## config.mk

```make
export PLATFORM = sky130hd
export DESIGN_NAME = spi_link_transceiver_flat
export DESIGN_NICKNAME = d
export VERILOG_FILES = /design/src/rtl/spi_link_transceiver_if.sv /design/src/rtl/spi_link_transceiver.sv /design/src/flat_wrapper.sv
export SDC_FILE = /design/constraint.sdc
export NUM_CORES = 1
export LEC_CHECK = 0
export CAP_MARGIN = 5
export CORE_MARGIN = 2
export CORE_UTILIZATION = 45
export DETAILED_ROUTE_END_ITERATION = 8
export HOLD_SLACK_MARGIN = 0.15
export MAX_ROUTING_LAYER = met4
export PLACE_DENSITY = 0.74
export SLEW_MARGIN = 20
export SYNTH_ARGS = -nofsm -noshare
export SYNTH_HDL_FRONTEND = slang
export SYNTH_SLANG_ARGS = --single-unit
export TNS_END_PERCENT = 100
```

## constraint.sdc

```tcl
create_clock -name clk -period 2.4 [get_ports clk]
set_input_delay 0.48 -clock clk [delete_from_list [all_inputs] [get_ports clk]]
set_output_delay 0.48 -clock clk [all_outputs]
set_load 0.01 [all_outputs]
```

## src/rtl/spi_link_transceiver_if.sv

```systemverilog
// Core-side bundle between the packet sequencer and the SPI link transceiver.
// The sequencer uses the master modport and the transceiver uses the slave modport.
interface spi_link_transceiver_if;
  logic       tx_start;
  logic [7:0] tx_data;
  logic       tx_busy;
  logic [7:0] rx_data;
  logic       rx_done;
  logic       rx_frame_err;

  modport master (
    output tx_start, tx_data,
    input  tx_busy, rx_data, rx_done, rx_frame_err
  );

  modport slave (
    input  tx_start, tx_data,
    output tx_busy, rx_data, rx_done, rx_frame_err
  );
endinterface

```

## src/rtl/spi_link_transceiver.sv

```systemverilog
// Half-duplex byte SPI link: mode-0 master on the outbound pins while transmitting,
// synchronized slave receiver on the inbound pins otherwise.
module spi_link_transceiver #(
  parameter int CLK_DIV     = 4,
  parameter int SYNC_STAGES = 2
) (
  input  logic                    clk,
  input  logic                    rst,
  spi_link_transceiver_if.slave   core,
  output logic                    link_sclk_o,
  output logic                    link_mosi_o,
  output logic                    link_cs_n_o,
  input  logic                    link_sclk_i,
  input  logic                    link_mosi_i,
  input  logic                    link_cs_n_i
);

  typedef enum logic [2:0] {M_IDLE, M_SETUP, M_SHIFT, M_HOLD, M_GAP} m_state_e;

  localparam int            CW       = $clog2(2 * CLK_DIV);
  localparam logic [CW-1:0] DIV_LAST = CW'(CLK_DIV - 1);
  localparam logic [CW-1:0] GAP_LAST = CW'(2 * CLK_DIV - 1);

  m_state_e      state_q, state_d;
  logic [CW-1:0] cnt_q, cnt_d;
  logic [3:0]    half_q, half_d;
  logic [7:0]    tx_shift_q, tx_shift_d;

  // Master FSM: state register
  always_ff @(posedge clk) begin
    if (rst) begin
      state_q    <= M_IDLE;
      cnt_q      <= '0;
      half_q     <= '0;
      tx_shift_q <= '0;
    end else begin
      state_q    <= state_d;
      cnt_q      <= cnt_d;
      half_q     <= half_d;
      tx_shift_q <= tx_shift_d;
    end
  end

  // Master FSM: next state
  // NOTE: every combinational output gets a default first, so no path can infer a latch.
  always_comb begin
    state_d    = state_q;
    cnt_d      = cnt_q + 1'b1;
    half_d     = half_q;
    tx_shift_d = tx_shift_q;
    unique case (state_q)
      M_IDLE: begin
        cnt_d = '0;
        if (core.tx_start) begin
          tx_shift_d = core.tx_data;
          state_d    = M_SETUP;
        end
      end
      M_SETUP: begin
        if (cnt_q == DIV_LAST) begin
          cnt_d   = '0;
          half_d  = '0;
          state_d = M_SHIFT;
        end
      end
      M_SHIFT: begin
        if (cnt_q == DIV_LAST) begin
          cnt_d  = '0;
          half_d = half_q + 4'd1;
          // Odd half-periods end on a falling SCLK edge; the final one keeps bit 0 on the pin.
          if (half_q[0] && half_q != 4'd15) tx_shift_d = {tx_shift_q[6:0], 1'b0};
          if (half_q == 4'd15) state_d = M_HOLD;
        end
      end
      M_HOLD: begin
        if (cnt_q == DIV_LAST) begin
          cnt_d   = '0;
          state_d = M_GAP;
        end
      end
      M_GAP: begin
        if (cnt_q == GAP_LAST) begin
          cnt_d   = '0;
          state_d = M_IDLE;
        end
      end
      default: state_d = M_IDLE;
    endcase
  end

  // Master FSM: outputs
  logic cs_active;
  always_comb begin
    cs_active    = (state_q == M_SETUP) || (state_q == M_SHIFT) || (state_q == M_HOLD);
    core.tx_busy = (state_q != M_IDLE);
    link_cs_n_o  = !cs_active;
    link_mosi_o  = cs_active && tx_shift_q[7];
    link_sclk_o  = (state_q == M_SHIFT) && half_q[0];
  end

  // Inbound synchronizers; bit 0 takes the pin, the top bit is the synced value.
  logic [SYNC_STAGES-1:0] sclk_sync_q, mosi_sync_q, csn_sync_q;
  logic                   sclk_prev_q, csn_prev_q;
  logic                   sclk_s, mosi_s, csn_s, sclk_rise, csn_rise;

  always_ff @(posedge clk) begin
    if (rst) begin
      // NOTE: synchronizers reset to the idle pin levels so no false edge follows reset.
      sclk_sync_q <= '0;
      mosi_sync_q <= '0;
      csn_sync_q  <= '1;
      sclk_prev_q <= 1'b0;
      csn_prev_q  <= 1'b1;
    end else begin
      sclk_sync_q <= {sclk_sync_q[SYNC_STAGES-2:0], link_sclk_i};
      mosi_sync_q <= {mosi_sync_q[SYNC_STAGES-2:0], link_mosi_i};
      csn_sync_q  <= {csn_sync_q[SYNC_STAGES-2:0], link_cs_n_i};
      sclk_prev_q <= sclk_s;
      csn_prev_q  <= csn_s;
    end
  end

  assign sclk_s    = sclk_sync_q[SYNC_STAGES-1];
  assign mosi_s    = mosi_sync_q[SYNC_STAGES-1];
  assign csn_s     = csn_sync_q[SYNC_STAGES-1];
  assign sclk_rise = sclk_s && !sclk_prev_q;
  assign csn_rise  = csn_s && !csn_prev_q;

  logic [2:0] bit_cnt_q, bit_cnt_d;
  logic [6:0] rx_shift_q, rx_shift_d;
  logic [7:0] rx_data_q, rx_data_d;
  logic       rx_done_q, rx_done_d, rx_err_q, rx_err_d;

  // Slave receiver. The SCLK qualifier uses the previous cs_n so that a CS rise
  // landing on the 8th SCLK rise still completes the byte.
  always_comb begin
    bit_cnt_d  = bit_cnt_q;
    rx_shift_d = rx_shift_q;
    rx_data_d  = rx_data_q;
    rx_done_d  = 1'b0;
    rx_err_d   = 1'b0;
    if (core.tx_busy) begin
      bit_cnt_d = '0;
    end else begin
      if (sclk_rise && !csn_prev_q) begin
        rx_shift_d = {rx_shift_q[5:0], mosi_s};
        if (bit_cnt_q == 3'd7) begin
          rx_data_d = {rx_shift_q, mosi_s};
          rx_done_d = 1'b1;
          bit_cnt_d = '0;
        end else begin
          bit_cnt_d = bit_cnt_q + 3'd1;
        end
      end
      if (csn_rise) begin
        rx_err_d  = (bit_cnt_d != 3'd0);
        bit_cnt_d = '0;
      end
    end
  end

  always_ff @(posedge clk) begin
    if (rst) begin
      bit_cnt_q  <= '0;
      rx_shift_q <= '0;
      rx_data_q  <= '0;
      rx_done_q  <= 1'b0;
      rx_err_q   <= 1'b0;
    end else begin
      bit_cnt_q  <= bit_cnt_d;
      rx_shift_q <= rx_shift_d;
      rx_data_q  <= rx_data_d;
      rx_done_q  <= rx_done_d;
      rx_err_q   <= rx_err_d;
    end
  end

  assign core.rx_data      = rx_data_q;
  assign core.rx_done      = rx_done_q;
  assign core.rx_frame_err = rx_err_q;

endmodule

```

## src/flat_wrapper.sv

```systemverilog
// flat-port wrapper written by rule: the top's interface ports become plain ports
module spi_link_transceiver_flat 
#(
  parameter int CLK_DIV     = 4,
  parameter int SYNC_STAGES = 2
)
  (clk, rst, link_sclk_o, link_mosi_o, link_cs_n_o, link_sclk_i, link_mosi_i, link_cs_n_i, core_tx_start, core_tx_data, core_tx_busy, core_rx_data, core_rx_done, core_rx_frame_err);
  spi_link_transceiver_if core_i ();
  input  logic clk;
  input  logic rst;
  output logic link_sclk_o;
  output logic link_mosi_o;
  output logic link_cs_n_o;
  input  logic link_sclk_i;
  input  logic link_mosi_i;
  input  logic link_cs_n_i;
  input wire logic [$bits(core_i.tx_start)-1:0] core_tx_start;
  input wire logic [$bits(core_i.tx_data)-1:0] core_tx_data;
  output wire logic [$bits(core_i.tx_busy)-1:0] core_tx_busy;
  output wire logic [$bits(core_i.rx_data)-1:0] core_rx_data;
  output wire logic [$bits(core_i.rx_done)-1:0] core_rx_done;
  output wire logic [$bits(core_i.rx_frame_err)-1:0] core_rx_frame_err;
  assign core_i.tx_start = core_tx_start;
  assign core_i.tx_data = core_tx_data;
  assign core_tx_busy = core_i.tx_busy;
  assign core_rx_data = core_i.rx_data;
  assign core_rx_done = core_i.rx_done;
  assign core_rx_frame_err = core_i.rx_frame_err;
  spi_link_transceiver #(.CLK_DIV(CLK_DIV), .SYNC_STAGES(SYNC_STAGES)) u_core (.clk(clk), .rst(rst), .core(core_i), .link_sclk_o(link_sclk_o), .link_mosi_o(link_mosi_o), .link_cs_n_o(link_cs_n_o), .link_sclk_i(link_sclk_i), .link_mosi_i(link_mosi_i), .link_cs_n_i(link_cs_n_i));
endmodule
```

# Word-level counts from Yosys, hierarchy flattened
# Index checks and enable logic that the tools add are counted.
# totals
ff_bits	46
latchBits	0
mem_bits_rw	0
romBits	0
inputBits	14
output_inout_bits	14
n_memories	0
# classes
addsub	3
multipliers	0
n_div	0
magnitude_cmp	0
n_eq_ne	16
shift	0
n_mux	21
bitwise_logic	3
n_reduce_logical	25
# op_table
operator	n
$mux W3	11
$mux W8	3
$pmux W8 S2	1
$pmux W3 S5	1
$ne A2 B1 Y1 const B	6
$reduce_or A3 Y1	4
$eq A3 B2 Y1 const B	3
$eq A3 B3 Y1 const B	3
$pmux W3 S3	1
$mux W4	2
$pmux W4 S2	1
$add A3 B1 Y3 const B	2
$logic_and A1 B1 Y1	6
$reduce_and A3 Y1	2
$reduce_and A6 Y1	1
$reduce_bool A3 Y1	2
$add A4 B1 Y4 const B	1
$eq A4 B4 Y1 const B	1
$ne A4 B4 Y1 const B	1
$reduce_and A4 Y1	1
$reduce_bool A2 Y1	2
$eq A3 B1 Y1 const B	1
$logic_not A1 Y1	3
$logic_not A3 Y1	1
5 further kinds	8

# Depth between registers and ports, before layout
# logic_depth
depth_word	6
depth_mapped	7
depth_no_buf	6

# Worst setup path before layout
# OpenSTA, ideal clock, no wires.
# synth_path
kind	register -> register
start	register u_core.state_q[1]
end	register u_core.tx_shift_q[5]
setup_time_ps	79
arrival_time_ps	1788
required_time_ps	2321
setup_slack_ps	532
stages_incl_launch_ff	8
path_buffers	3
period_less_slack_ps	1868
path_cell_list	dfxtp_1 buf_4 or3b_1 buf_6 o41ai_4 buf_6 nor2_1 a211oi_2
# synth_between
elab_chain_len	3
# synth_rtl
element	line	rtl
from (decl)	spi_link_transceiver.sv:24	m_state_e state_q, state_d;
from (signal assigned)	spi_link_transceiver.sv:37	state_q <= state_d;
$eq A3 B2 Y1 or $logic_not A3 Y1 (tied branches)	spi_link_transceiver.sv:51	unique case (state_q)
$ne A2 B1 Y1 (no source line), or another cell as far along	-	
$reduce_and A4 Y1 (no source line)	-	
to (signal assigned)	spi_link_transceiver.sv:40	tx_shift_q <= tx_shift_d;
to (decl)	spi_link_transceiver.sv:27	logic [7:0] tx_shift_q, tx_shift_d;
# Several ways; a longest one is shown, not always the timed one.
# A chain may end at the register's enable or synchronous reset.

# Worst setup path after layout
# layout_path
start	register u_core.state_q[2]
end	output link_mosi_o
# layout_between
elab_chain_len	4
# layout_rtl
element	line	rtl
$eq A3 B1 Y1 or $eq A3 B2 Y1 (tied branches)	spi_link_transceiver.sv:94	cs_active = (state_q == M_SETUP) || (state_q == M_SHIFT) || (state_q == M_HOLD);
$logic_or A1 B1 Y1	spi_link_transceiver.sv:94	
$logic_or A1 B1 Y1 *	spi_link_transceiver.sv:94	
$logic_and A1 B1 Y1 *	spi_link_transceiver.sv:97	link_mosi_o = cs_active && tx_shift_q[7];
to (decl)	flat_wrapper.sv:12	output logic link_mosi_o;
# Every way passes the cells marked *; elsewhere a longest branch is shown, timed or not.

==> out/metrics.yaml <==
skew_ps: 5.69
tightest_slew_ps: 884
drtIter0Drc: 64
fin_ws_ps: 100
rsz0062_at_grt: "false"
groute.usage.overall: 0.165
synth_edf_count: 0
pin_count: 28
hold_end: "u_core.csn_sync_q[1]$_SDFF_PP1_"
synthAdderAreaFrac: 0.0387
crit_fanout: 9
synth_commonest_cells: "dfxtp_1, nor2_1, mux2i_1"
r2r_end: "u_core.tx_shift_q[0]$_SDFFE_PP0P_"
hold_path.class: "reg2reg"
yosysSeqAreaShare: 0.475
setup_violations: 0
wl_um: 3510
syn_area_um2: 1940
die_h_um: 69.6
clock_sinks: 46
cts_resized: 0
rr_worst_depth: 4
dieArea_um2: 4850
grt_pass1_vias: 1395
crit_required_ps: 1920
postCtsHoldBufs: 0
reg2reg_from: "u_core.state_q[2]$_SDFFE_PP0P_"
insertion_delay_ps: 290
place_hpwl_um: 2490
postRouteAntennaNets: 0
finalCritPeriodShare: 0.958
wl_met3_um: 110
hold_start: "u_core.csn_sync_q[0]$_SDFF_PP1_"
yosysMostFrequentCell: "dfxtp_1"
synth-compound-area-share: 0.117
vias_per_cell: 5.23
start_util: 0.474
grt_max_degree: 40
netlist.area_leader.share: 0.475
cts-root-buf: "clkbuf_8"
final_hold_viol_count: 0
synth.distinct_cells: 34
htree_levels: 2
p_per_area_nw_per_um2: 597
clockBufferDepth: 2
synth_simple_gate_area_frac: 0.208
synth_top_family_by_area: "simple AND/OR/NAND/NOR gates"
outcome: "finished clean"
place.port_buffers: 27
synth-async-reset-ratio: 0
clock.fmax_mhz: 435
coreArea_um2: 4090
synth_top_cells_by_area: "dfxtp_1, mux2i_1, nor2_1"
gp_congestion: 0.783
post_cts_buffers: 0
highest_layer: "met4"
syn_to_final_growth_pct: 20.8
p_leak_nw: 1.00
cts_made_buffers: 5
cp.arrival_ps: 1820
wl_per_cell_um: 12.4
synth_cells: 204
drc: 0
synth_top_flop_cell: "dfxtp_1"
row_count: 23
min_period_ps: 2300
final_util: 0.573
report.final.slew_viol_count: 0
post-place-ws_ps: 186
syn-num-nets: 224
overflow: 0
wl_met1_um: 1690
reg2reg_slack_ps: 270
syn_area_per_cell_um2: 9.50
antenna_found_initial: 0
grt_pass1_wl_um: 6290
wl_met2_um: 1650
max_slew_margin: 0.409
dr_total_vias: 1481
drv_cap: 0
ir_drop_mv: 0.547
synthMuxAreaShare: 0.0930
drive_gt1_frac: 0.103
fill_cells: 361
crit_type: "reg2out"
synth_area_leader_cell: "dfxtp_1"
worst_setup_path_start_kind: "flip-flop"
clkTransAtPathRegs_ps: 80
drtPass1Iterations: 4
die_x_um: 69.6
ys_warn_count: 0
cp-end-kind: "primary output"
nets: 252
synthXorXnorAreaFrac: 0.0181
hold_depth: 1
fin_tns_setup_ps: 0
antenna_cells: 0
cts_tree: "done"
ys_ff_latch: 46
worst max path at each step:
stage	start	slack, ps	depth (start not counted)	to
after floorplan	u_core.state_q[1]$_SDFFE_PP0P_	530	7	u_core.tx_shift_q[5]$_SDFFE_PP0P_
after global placement	core_tx_start	200	5	u_core.tx_shift_q[0]$_SDFFE_PP0P_
after detailed placement	core_tx_start	190	5	u_core.tx_shift_q[0]$_SDFFE_PP0P_
after CTS	u_core.state_q[1]$_SDFFE_PP0P_	20	4	link_mosi_o
after global routing	u_core.state_q[2]$_SDFFE_PP0P_	4	4	link_mosi_o
final	u_core.state_q[2]$_SDFFE_PP0P_	100	4	link_mosi_o
routing by layer:
metal,track usage,vias to the layer above
met5,-,-
met4,0.0513,0
met3,0.0480,5
met2,0.262,18
met1,0.204,699
li1,-,759
where the power goes:
group | switching, mW | internal [mW] | leakage (nW) | total (mW)
registers | 0.0104 | 0.784 | 0.375 | 0.794
clock network | 0.252 | 0.231 | 0.0472 | 0.483
logic | 0.0604 | 0.0604 | 0.582 | 0.121
total | 0.323 | 1.08 | 1.00 | 1.40
critical path, stage by stage, from the launching register on:
cell and delay, ps:
dfxtp_1 380, buf_4 190, or2_2 310, nor2_1 100
clkdlybuf4s50_1 540
sequential cells by signal, indices dropped and copies added, names as in the netlist:
name                      flops
u_core.sclk_sync_q            2
u_core.mosi_sync_q            2
u_core.sclk_prev_q            1
u_core.tx_shift_q             8
u_core.core.rx_frame_err      1
u_core.state_q                3
u_core.bit_cnt_q              3
u_core.rx_shift_q             7
u_core.csn_prev_q             1
u_core.cnt_q                  3
u_core.half_q                 4
u_core.core.rx_done           1
u_core.csn_sync_q             2
u_core.core.rx_data           8
layout by cell type (no fill, tap or decap), types with 7 or more instances in the layout:
cell type        count
mux2i_1             18
nor2_1              28
dfxtp_1             45
nand3_1             14
nand2_1             14
clkdlybuf4s50_1     27
a21oi_1             10
inv_1                7
cell families after synthesis:
| group | Yosys count |
|---|---|
| AND/OR/NAND/NOR | 83 |
| flip-flops | 46 |
| AO/OA/AOI/OAI | 28 |
| buffers and inverters | 19 |
| multiplexers | 18 |
| adder cells (fa/ha/maj) | 6 |
| XOR/XNOR | 4 |
final cells by class:
| type | count | area, um^2 | share of cell area |
|---|---|---|---|
| multi-input cells | 139 | 920 | 0.393 |
| flip-flops and latches | 46 | 922 | 0.394 |
| repair buffers | 33 | 315 | 0.135 |
| inverters | 7 | 26.3 | 0.0112 |
| clock inverters | 2 | 12.5 | 0.00534 |
| clock buffers | 6 | 82.6 | 0.0353 |
| well taps | 50 | 62.6 | 0.0267 |
stage by stage:
step	cells	power, mW	cell area (um^2)	hold WS (ps)
floorplan	204	0.889	1940	389
global placement	275	0.931	2240	392
detailed placement	275	0.935	2240	409
CTS	283	1.41	2340	441
global route	283	1.47	2340	462
finish	283	1.40	2340	435
(Power assumes the default switching activity.)
